### src/rtl/ws2812_layer_sched.sv
// Round-robin scheduler sharing one WS2812 serializer among N_LAYERS frame requesters.
// Grant/start one cycle after a request is seen in IDLE; forced-low latch gap after every transfer.
module ws2812_layer_sched #(
  parameter int N_LAYERS   = 8,
  parameter int GAP_CYCLES = 4000,
  parameter int TIMEOUT    = 65535,
  localparam int SW        = (N_LAYERS > 1) ? $clog2(N_LAYERS) : 1
) (
  input  logic                clk_in,
  input  logic                rst_in,
  input  logic                enable_in,
  input  logic [N_LAYERS-1:0] layer_req_in,
  input  logic                ser_done_in,
  output logic                ser_start_out,
  output logic [SW-1:0]       ser_sel_out,
  output logic [N_LAYERS-1:0] layer_grant_out,
  output logic [N_LAYERS-1:0] layer_ack_out,
  output logic                abort_out,
  output logic                busy_out,
  output logic [7:0]          frame_cnt_out
);

  localparam int GW = (GAP_CYCLES > 1) ? $clog2(GAP_CYCLES + 1) : 1;
  localparam logic [GW-1:0]       GAP_LOAD = GW'(GAP_CYCLES - 1);
  localparam logic [15:0]         WD_LAST  = 16'(TIMEOUT - 1);
  localparam logic [N_LAYERS-1:0] ONE      = N_LAYERS'(1);

  typedef enum logic [1:0] {IDLE, START, BUSY, GAP} state_t;

  state_t                state_q, state_d;
  logic [SW-1:0]         rr_q, rr_d, sel_q, sel_d;
  logic [N_LAYERS-1:0]   grant_q, grant_d, ack_q, ack_d;
  logic                  abort_q, abort_d;
  logic [7:0]            cnt_q, cnt_d;
  logic [15:0]           wdog_q, wdog_d;
  logic [GW-1:0]         gap_q, gap_d;
  logic                  pick_vld;
  logic [SW-1:0]         pick_idx;

  function automatic logic [SW-1:0] wrap_add(input logic [SW-1:0] base, input int off);
    int s;
    s = int'(base) + off;
    if (s >= N_LAYERS) s = s - N_LAYERS;
    return SW'(s);
  endfunction

  // Scan downward so the lowest offset from rr_q wins.
  always_comb begin
    pick_vld = 1'b0;
    pick_idx = '0;
    for (int i = N_LAYERS - 1; i >= 0; i--) begin
      if (layer_req_in[wrap_add(rr_q, i)]) begin
        pick_vld = 1'b1;
        pick_idx = wrap_add(rr_q, i);
      end
    end
  end

  always_comb begin
    state_d = state_q;
    rr_d    = rr_q;
    sel_d   = sel_q;
    grant_d = grant_q;
    ack_d   = '0;
    abort_d = 1'b0;
    cnt_d   = cnt_q;
    wdog_d  = wdog_q;
    gap_d   = gap_q;
    case (state_q)
      IDLE: begin
        if (enable_in && pick_vld) begin
          state_d = START;
          sel_d   = pick_idx;
          grant_d = ONE << pick_idx;
        end
      end
      START: begin
        state_d = BUSY;
        wdog_d  = '0;
      end
      BUSY: begin
        wdog_d = wdog_q + 16'd1;
        if (ser_done_in) begin
          ack_d   = grant_q;
          cnt_d   = cnt_q + 8'd1;
          rr_d    = wrap_add(sel_q, 1);
          gap_d   = GAP_LOAD;
          grant_d = '0;
          state_d = GAP;
        end else if (wdog_q == WD_LAST) begin
          abort_d = 1'b1;
          rr_d    = wrap_add(sel_q, 1);
          gap_d   = GAP_LOAD;
          grant_d = '0;
          state_d = GAP;
        end
      end
      GAP: begin
        if (gap_q == '0) state_d = IDLE;
        else             gap_d   = gap_q - GW'(1);
      end
      default: state_d = IDLE;
    endcase
  end

  always_ff @(posedge clk_in) begin
    if (rst_in) begin
      state_q <= IDLE;
      rr_q    <= '0;
      sel_q   <= '0;
      grant_q <= '0;
      ack_q   <= '0;
      abort_q <= 1'b0;
      cnt_q   <= '0;
      wdog_q  <= '0;
      gap_q   <= '0;
    end else begin
      state_q <= state_d;
      rr_q    <= rr_d;
      sel_q   <= sel_d;
      grant_q <= grant_d;
      ack_q   <= ack_d;
      abort_q <= abort_d;
      cnt_q   <= cnt_d;
      wdog_q  <= wdog_d;
      gap_q   <= gap_d;
    end
  end

  assign ser_start_out   = (state_q == START);
  assign busy_out        = (state_q != IDLE);
  assign ser_sel_out     = sel_q;
  assign layer_grant_out = grant_q;
  assign layer_ack_out   = ack_q;
  assign abort_out       = abort_q;
  assign frame_cnt_out   = cnt_q;

endmodule

### config.mk
export PLATFORM = sky130hd
export DESIGN_NAME = ws2812_layer_sched
export DESIGN_NICKNAME = d
export VERILOG_FILES = /design/src/rtl/ws2812_layer_sched.sv
export SDC_FILE = /design/constraint.sdc
export NUM_CORES = 1
export LEC_CHECK = 0
export BUFFER_PORTS_ARGS = -buffer_cell sky130_fd_sc_hd__buf_4
export CAP_MARGIN = 30
export CORE_MARGIN = 3
export CORE_UTILIZATION = 35
export CTS_BUF_LIST = sky130_fd_sc_hd__clkbuf_16
export CTS_CLUSTER_SIZE = 24
export DETAILED_ROUTE_END_ITERATION = 10
export PLACE_DENSITY = 0.52
export SYNTH_ARGS = -nofsm -noshare
export SYNTH_HDL_FRONTEND = slang
export SYNTH_SLANG_ARGS = --single-unit
### constraint.sdc
create_clock -name clk_in -period 4.4 [get_ports clk_in]
set_clock_uncertainty 0.1 [all_clocks]
set_input_delay 0 -clock clk_in [delete_from_list [all_inputs] [get_ports clk_in]]
set_output_delay 0 -clock clk_in [all_outputs]
set_load 0.05 [all_outputs]
==> impl_metrics.ini, run 1 <==
[status]
status = completed

[synth]
avgSynthCellArea_um2 = 9.46
synth_warnings = 0
synth_flop_cell = dfxtp_1
syn-instance-count = 373
synth_edf_count = 0
synth_cell_type_count = 65
yosysSeqAreaShare_pct = 34.6
syn-num-nets = 397
synth_area_um2 = 3530
async_flop_share_pct = 0
synth-seq-cells = 61

[layout]
final_cell_mix = dfxtp_1 (61), nor2_1 (49), buf_4 (44)
fillCellCount = 996
regArea_um2 = 1220
layout-drive-gt1-share_pct = 20.2
area_growth_pct = 20.0
num_antenna_cells = 0
fin_nets = 440
final_common_cell = dfxtp_1
multi_input_area_um2 = 2090

[routing]
drtIter0Drc = 92
via_per_inst = 5.09
wirelength_mm = 7.70
wire_per_inst_um = 13.9
num_vias = 2818
drc = 0
postRouteAntennaNets = 0
drt_first_pass_iters = 5

[global_routing]
grt_usage_pct = 14.4
antenna_found_initial = 0
grt_max_degree = 35
grt_pass1_vias = 2680
gr-total-overflow = 0
grt_first_pass_wirelength_mm = 13.2

[pwr]
seqPwrFrac_pct = 27.9
p_leak_uw = 0.00167
swShare_pct = 38.1
peakVddDrop_v = 0.000284
p_comb_share_pct = 41.7
switchingPower_uw = 946
powerDensity_nw_per_um2 = 587
internal_power_uw = 1540
p_clk_share_pct = 30.4

[die]
rows = 36
io_pins = 42
die_w_um = 106
core_um2 = 9770
dieHeight_um = 106
initial_core_util_pct = 36.1
die-area_um2 = 11300

[timing]
rsz0062_at_grt = false
final_max_slew_viol_count = 0
relSlewSlack_pct = 57.5
fin_setup_tns_ps = 0
period_needed_ps = 3260
max_freq_mhz = 307
finalCritPeriodShare_pct = 74.0
hold_slack_ps = 104
tightest_slew_ps = 638
setup_viol = 0
hold_violations = 0

[flow_run]
maxCapViolations = 0

[cts]
clkTransAtPathRegs_ps = 50
htree_num_levels = 3
clk_path_buf_depth = 2
cts_tree = done
cts_buffers = 9
clkLatencyLatePin_ps = 320
cts_sinks = 61
cts_root_buf = clkbuf_16
post_cts_buffers = 0

[critical_path]
cp.required_ps = 4560
cp-start-kind = register
arrival_ps = 3420
end_kind = register
cp_max_fo = 16
reg2reg_depth = 9
path_class = register to register

[placement]
io_buffers = 41
place.detailed.hpwl_mm = 5.72
gp_congestion = 0.896

[hold_path]
min_path_type = primary input to register
hold_depth = 5
-- worst max-delay path, cell delays in order, from the launching register on --
cell	delay, ps
dfxtp_1	320
inv_1	90
ha_1	710
mux2i_1	230
mux4_2	520
a21oi_1	170
nor3b_1	70
nor3b_2	260
mux2i_1	480
a32o_2	250
-- routing by layer --
metal	global-route usage [%]	vias up	wire length [µm]
li1	-	1428	-
met1	19.8	1322	3740
met2	22.4	60	3520
met3	4.19	8	370
met4	3.15	0	70
met5	0	-	0
-- worst paths after layout --
| path | startpoint | end | slack, ps |
|---|---|---|---|
| hold / removal | enable_in | ser_sel_out[2]$_SDFFE_PP0P_ | 100 |
| setup / recovery | rr_q[1]$_SDFFE_PP0P_ | layer_grant_out[2]$_SDFFE_PP0P_ | 1140 |
| setup reg to reg | rr_q[1]$_SDFFE_PP0P_ | layer_grant_out[2]$_SDFFE_PP0P_ | 1140 |
| hold reg to reg | layer_grant_out[5]$_SDFFE_PP0P_ | layer_ack_out[5]$_SDFF_PP0_ | 370 |
-- what timing repair did --
item                                   CTS  global route
endpoints found under the hold margin   22             0
gates resized for setup                  0             0
hold buffers                             2             0
-- final cells by class --
type	instances	area share [%]
clock inverter	7	2.30
timing repair buffer	46	8.27
sequential	61	28.8
clock buffer	9	5.32
multi-input combinational	277	49.5
inverter	21	1.86
tap	133	3.93
-- registers in the layout (all words and copies together) (netlist names) --
signal / flops
wdog_q: 16
gap_q: 12
frame_cnt_out: 8
layer_ack_out: 8
layer_grant_out: 8
rr_q: 3
ser_sel_out: 3
state_q: 2
abort_out: 1
-- synthesized netlist by cell type (all sizes together) (3+ instances only) --
master  number  share of area, %
o31ai        5               1.1
mux4        11               7.3
mux2i       14               4.0
ha          12               4.3
nand4       10               1.8
a21o         3              0.67
o211ai       4              0.99
nor4         3              0.53
xor2        20               5.2
o21ai        3              0.53
nor2        49               5.2
buf          5               1.6
xnor2       16               4.0
dfxtp       61                35
nand2b       3              0.53
inv         21               2.2
or4          4              0.99
a32o         5               1.5
nand2       29               3.1
nor3         9               1.6
and2        11               2.0
clkbuf       9               2.1
a211oi       7               1.5
nand3        9               1.3
a21oi       19               2.7
-- logic make-up after synthesis --
logic type / synth area share, %
flops: 34.6
simple gates: 19.5
buf+inv: 5.99
mux: 12.2
xor+xnor: 9.15
compound gates: 14.3
fa+ha+maj: 4.26
-- power groups by stage --
stage / sequential [µW] / clock (µW) / combinational (µW)
floorplan: 768 / 0 / 769
global placement: 704 / 0 / 1040
detailed placement: 704 / 0 / 1040
CTS: 693 / 773 / 1050
global route: 704 / 804 / 1150
finish: 692 / 756 / 1040
-- metrics by stage --
step                area [µm²]  cells  setup slack [ps]  power (µW)  utilization [%]
floorplan                 3530    373              1320        1540                -
global placement          3890    536              1200        1740             39.8
detailed placement        3890    536              1160        1740             39.8
CTS                       4230    554              1150        2510             43.3
global route              4230    554               905        2660             43.3
finish                    4230    554              1140        2480             43.3
No activity file was read; power rests on OpenSTA's default activity.
==> run 2: changes to the inputs <==
ABC_AREA = 1   (was unset)
PLACE_DENSITY = 0.53   (was 0.52)
clock period = 2.7 ns   (was 4.4 ns; I/O delays follow)
==> impl_metrics.ini, run 2 <==
[timing]
setup_viol = 0
hold_violations = 0
max_freq_mhz = 431
setup_slack_ps = 382
final_max_slew_viol_count = 0
relSlewSlack_pct = 77.9
rsz0062_at_grt = false
fin_setup_tns_ps = 0
period_needed_ps = 2320
finalCritPeriodShare_pct = 85.9
tightest_slew_ps = 331

[die]
die_w_um = 106
dieHeight_um = 106
core_um2 = 9500
rows = 35
io_pins = 42
die-area_um2 = 11300
initial_core_util_pct = 37.0

[layout]
max_flop_register = wdog_q
top_regs = wdog_q x16, gap_q x12
final_cell_mix = nand2_1 (88), dfxtp_1 (61), inv_1 (56)
layout-drive-gt1-share_pct = 24.0
area_growth_pct = 22.2
final_common_cell = nand2_1
num_antenna_cells = 0
largest_reg_flops = 16
fin_nets = 561

[synth]
syn-num-nets = 509
synth_edf_count = 0
synth_cell_type_count = 38
synth_flop_cell = dfxtp_1
yosysTopAreaCell = dfxtp_1
async_flop_share_pct = 0
synth_warnings = 0
yosysSeqAreaShare_pct = 34.8
synth.top_cell.area_share_pct = 34.8
synth_area_um2 = 3510
synth.top_cells.by_count = nand2_1 (88), dfxtp_1 (61), inv_1 (55)
syn-instance-count = 485
avgSynthCellArea_um2 = 7.24
synth.most_common_cell = nand2_1
synth-seq-cells = 61
yosys-top-cells-area = dfxtp_1 (35%), nand2_1 (9.4%), nand3_2 (7.1%)

[status]
status = completed

[cts]
clkLatencyLatePin_ps = 320
cts_sinks = 61
clk_path_buf_depth = 2
clkTransAtPathRegs_ps = 50
cts_buffers = 9
cts_tree = done
cts_root_buf = clkbuf_16
htree_num_levels = 3
post_cts_buffers = 0

[pwr]
powerDensity_nw_per_um2 = 1030
switchingPower_uw = 1890
p_clk_share_pct = 26.8
peakVddDrop_v = 0.000658
seqPwrFrac_pct = 26.8
p_leak_uw = 0.00186
swShare_pct = 43.0
p_comb_share_pct = 46.5
internal_power_uw = 2510

[placement]
gp_congestion = 0.861
pre_cts_ws_ps = 308
place.detailed.hpwl_mm = 6.10
io_buffers = 41

[critical_path]
cpPeakStageDelay_ps = 450
path_class = register to register
worst-path-buf-inv = 4
cp_common_cell = nand2_2
cp.required_ps = 2860
critPathSlowestCell = ha_2
cp-start-kind = register
arrival_ps = 2480
crit_family = simple AND/OR/NAND/NOR gates
end_kind = register
cp_max_fo = 8
crit_chain = inv_4 > ha_2 > inv_2 > nand3_1 > nand3_2 > nand2_2 > inv_2 > nand2_2 > o21bai_4 > nand2_2 > nand2_2 > nand2_4 > inv_2 > nand3_1 > nor2_1 > nor2_1 > nor2_1

[routing]
via_per_inst = 4.74
drtIter0Drc = 138
postRouteAntennaNets = 0
wire_per_inst_um = 11.8
drt_first_pass_iters = 4
wirelength_mm = 7.89
num_vias = 3180
drc = 0

[hold_path]
min_path_type = primary input to register

[global_routing]
antenna_found_initial = 0
grt_usage_pct = 14.7
grt_max_degree = 23
grt_pass1_vias = 2939
grt_first_pass_wirelength_mm = 13.5
gr-total-overflow = 0

[flow_run]
maxCapViolations = 0
==> run 2: cell count changes in the layout (fill, tap and decap cells not counted), moves of 7 or more <==
cell | previous run | this run
nand2_1 | 29 | 88
o21ai_0 | 2 | 30
inv_1 | 21 | 56
and2_1 | 10 | 0
nand3_2 | 0 | 25
inv_2 | 0 | 9
a21oi_1 | 19 | 44
xor2_1 | 19 | 4
nand2_2 | 0 | 17
mux4_2 | 8 | 0
nand3_1 | 9 | 24
mux2i_1 | 14 | 0
xnor2_1 | 16 | 1
a31oi_1 | 0 | 7
==> run 2: logic make-up (layout without fill, tap and decap cells) <==
family	after synthesis	count (layout)	share of synthesized area, %
adder cells (fa/ha/maj)	12	12	4.27
XOR/XNOR	5	5	1.25
buffers and inverters	76	133	9.22
flip-flops	61	61	34.8
AND/OR/NAND/NOR	240	240	36.0
AO/OA/AOI/OAI	91	91	14.5
==> run 2: final cells by class <==
class	instances	area, µm²
fill	960	5210
multi-input combinational	348	1970
sequential	61	1220
timing repair buffer	49	373
inverter	68	262
clock buffer	9	225
tap	129	161
clock inverter	7	81.3
==> run 2: power groups by stage <==
stage                     logic, µW  registers [µW]  clock network [µW]
after floorplan                1520            1290                   0
after global placement         2030            1200                   0
after detailed placement       2040            1200                   0
after CTS                      2060            1180                1210
after global routing           2300            1200                1260
final                          2050            1180                1180
==> run 2: metrics by stage <==
| stage | instance area (µm²) | power, µW | std cells | utilization, % | hold slack, ps |
|---|---|---|---|---|---|
| floorplan | 3510 | 2810 | 485 | - | -21.9 |
| global placement | 3970 | 3230 | 653 | 41.7 | 94.2 |
| detailed placement | 3970 | 3240 | 653 | 41.7 | 88.3 |
| CTS | 4290 | 4450 | 671 | 45.2 | 11.5 |
| global route | 4290 | 4750 | 671 | 45.2 | 37.5 |
| finish | 4290 | 4410 | 671 | 45.2 | 25.5 |
==> run 2: final timing paths <==
| check | start | endpoint | slack, ps | cells after the start |
|---|---|---|---|---|
| worst max register to register | rr_q[1]$_SDFFE_PP0P_ | layer_grant_out[3]$_SDFFE_PP0P_ | 380 | 17 |
| worst min register to register | layer_grant_out[7]$_SDFFE_PP0P_ | layer_ack_out[7]$_SDFF_PP0_ | 350 | 2 |
| worst max-delay path | rr_q[1]$_SDFFE_PP0P_ | layer_grant_out[3]$_SDFFE_PP0P_ | 380 | 17 |
| worst min-delay path | enable_in | layer_grant_out[0]$_SDFFE_PP0P_ | 30 | 5 |
==> run 2: tightest hold or removal path, cell delays in order <==
cell	delay (ps)
buf_4	130
nand3_1	90
a21oi_1	60
nand3_1	60
a21oi_1	50
==> run 2: timing repair <==
action	in CTS	in global routing
hold buffers	2	0
resized for setup	0	1
setup endpoints to repair	0	2
endpoints found under the hold margin	23	0
==> run 2: routing by layer <==
| layer | part of all wire, % | global-route usage, % | vias to the layer above |
|---|---|---|---|
| met5 | 0 | 0 | - |
| met4 | 0.89 | 4.16 | 0 |
| met3 | 3.3 | 4.55 | 6 |
| met2 | 45 | 22.6 | 49 |
| met1 | 51 | 19.7 | 1428 |
| li1 | - | - | 1697 |
==> run 3: changes to the inputs <==
CORE_ASPECT_RATIO = 1.5   (was unset)
clock period = 2 ns   (was 2.7 ns; I/O delays follow)
==> impl_metrics.ini, run 3 (synthesis results as in run 2) <==
[status]
status = complete, but fails checks
failed_checks = negative setup slack

[flow_run]
maxCapViolations = 0

[cts]
clkLatencyLatePin_ps = 330
clkTransAtPathRegs_ps = 50
htree_num_levels = 3
cts_tree = done
cts_sinks = 61
cts_root_buf = clkbuf_16
cts_buffers = 9
clk_path_buf_depth = 2

[die]
io_pins = 42
die-area_um2 = 11300
initial_core_util_pct = 36.1
die_w_um = 87.8
core_um2 = 9740
rows = 44
dieHeight_um = 129

[pwr]
powerDensity_nw_per_um2 = 1410
p_leak_uw = 0.00224
peakVddDrop_v = 0.000731

[layout]
final_cell_mix = buf_4 (109), nand2_1 (71), dfxtp_1 (52)
regArea_um2 = 1240
fin_nets = 624
largest_reg_flops = 16
top_regs = wdog_q x16, gap_q x12
layout-drive-gt1-share_pct = 43.6
fillCellCount = 947
num_antenna_cells = 0
final_common_cell = buf_4
max_flop_register = wdog_q
multi_input_area_um2 = 2320
area_growth_pct = 46.2

[placement]
io_buffers = 41
gp_congestion = 0.855
place.detailed.hpwl_mm = 7.51

[routing]
drt_first_pass_iters = 4
num_vias = 3521
via_per_inst = 4.89
wire_per_inst_um = 13.5
drc = 0
wirelength_mm = 9.70
drtIter0Drc = 115
postRouteAntennaNets = 0

[global_routing]
grt_max_degree = 23
grt_pass1_vias = 3446
antenna_found_initial = 0
grt_usage_pct = 17.6
grt_first_pass_wirelength_mm = 15.4
gr-total-overflow = 0

[critical_path]
path_class = register to register
arrival_ps = 2310
cp.required_ps = 2160
cp_max_fo = 6
cp-start-kind = register
crit_chain = inv_4 > ha_4 > inv_8 > nand3_4 > nand3_1 > nand2_1 > inv_2 > nand2_2 > nor2_2 > nand2_2 > nand4_1 > a21oi_4 > nand4_1 > a21oi_1
cpPeakStageDelay_ps = 370
critPathSlowestCell = dfxtp_4
end_kind = register

[timing]
final_max_slew_viol_count = 0
period_needed_ps = 2150
relSlewSlack_pct = 77.1
finalCritPeriodShare_pct = 108
setup_viol = 13
setup_slack_ps = -153
hold_slack_ps = 320
tightest_slew_ps = 343
fin_setup_tns_ps = -1530
rsz0062_at_grt = true
max_freq_mhz = 464
hold_violations = 0

[hold_path]
min_path_type = primary input to register
run 3: critical path, delay by kind of cell, from the launching register on:
family | cells | cell delay (ps)
AND/OR/NAND/NOR | 8 | 740
flip-flops | 1 | 370
adder cells (fa/ha/maj) | 1 | 370
AO/OA/AOI/OAI | 2 | 320
buffers and inverters | 3 | 170
run 3: metal layers:
metal / part of all wire, % / track usage, %
met1: 38 / 17.6
met5: 0 / 0
met3: 3.0 / 4.23
met2: 57 / 33.6
met4: 2.8 / 7.59
run 3: path summary, 6_finish.rpt:
check	startpoint	endpoint	slack, ps	cells past startpoint
worst max-delay path	rr_q[0]$_SDFFE_PP0P_	layer_grant_out[7]$_SDFFE_PP0P_	-150	14
worst min register to register	layer_grant_out[5]$_SDFFE_PP0P_	layer_ack_out[5]$_SDFF_PP0_	350	2
worst max register to register	rr_q[0]$_SDFFE_PP0P_	layer_grant_out[7]$_SDFFE_PP0P_	-150	14
worst min-delay path	ser_done_in	abort_out$_SDFF_PP0_	320	3
run 3: where the power goes:
| part | internal [µW] | switching (µW) |
|---|---|---|
| clock network | 1070 | 537 |
| logic | 1620 | 2380 |
| registers | 1430 | 183 |
run 3: per-stage QoR:
| step | power (µW) | std cells | utilization [%] | instance area [µm²] | setup WS [ps] |
|---|---|---|---|---|---|
| after floorplan | 3920 | 485 | - | 3600 | -224 |
| after global placement | 5010 | 696 | 45.7 | 4450 | -189 |
| after detailed placement | 5050 | 696 | 45.7 | 4450 | -225 |
| after CTS | 6830 | 717 | 50.0 | 4870 | -136 |
| after global routing | 7760 | 720 | 52.7 | 5130 | -327 |
| final | 7220 | 720 | 52.7 | 5130 | -153 |
run 3: layout make-up:
type	count	area share [%]
multi-input combinational	348	45.3
inverter	68	5.31
sequential	61	24.1
tap	115	2.80
clock buffer	9	4.39
timing repair buffer	112	16.5
clock inverter	7	1.61
run 3: timing repair:
action,in CTS,in global routing
endpoints found under the setup margin,19,34
hold endpoints to repair,25,0
pin swaps,18,25
hold buffers,3,0
resized for setup,20,69
buffers inserted,2,3
gates cloned,0,0
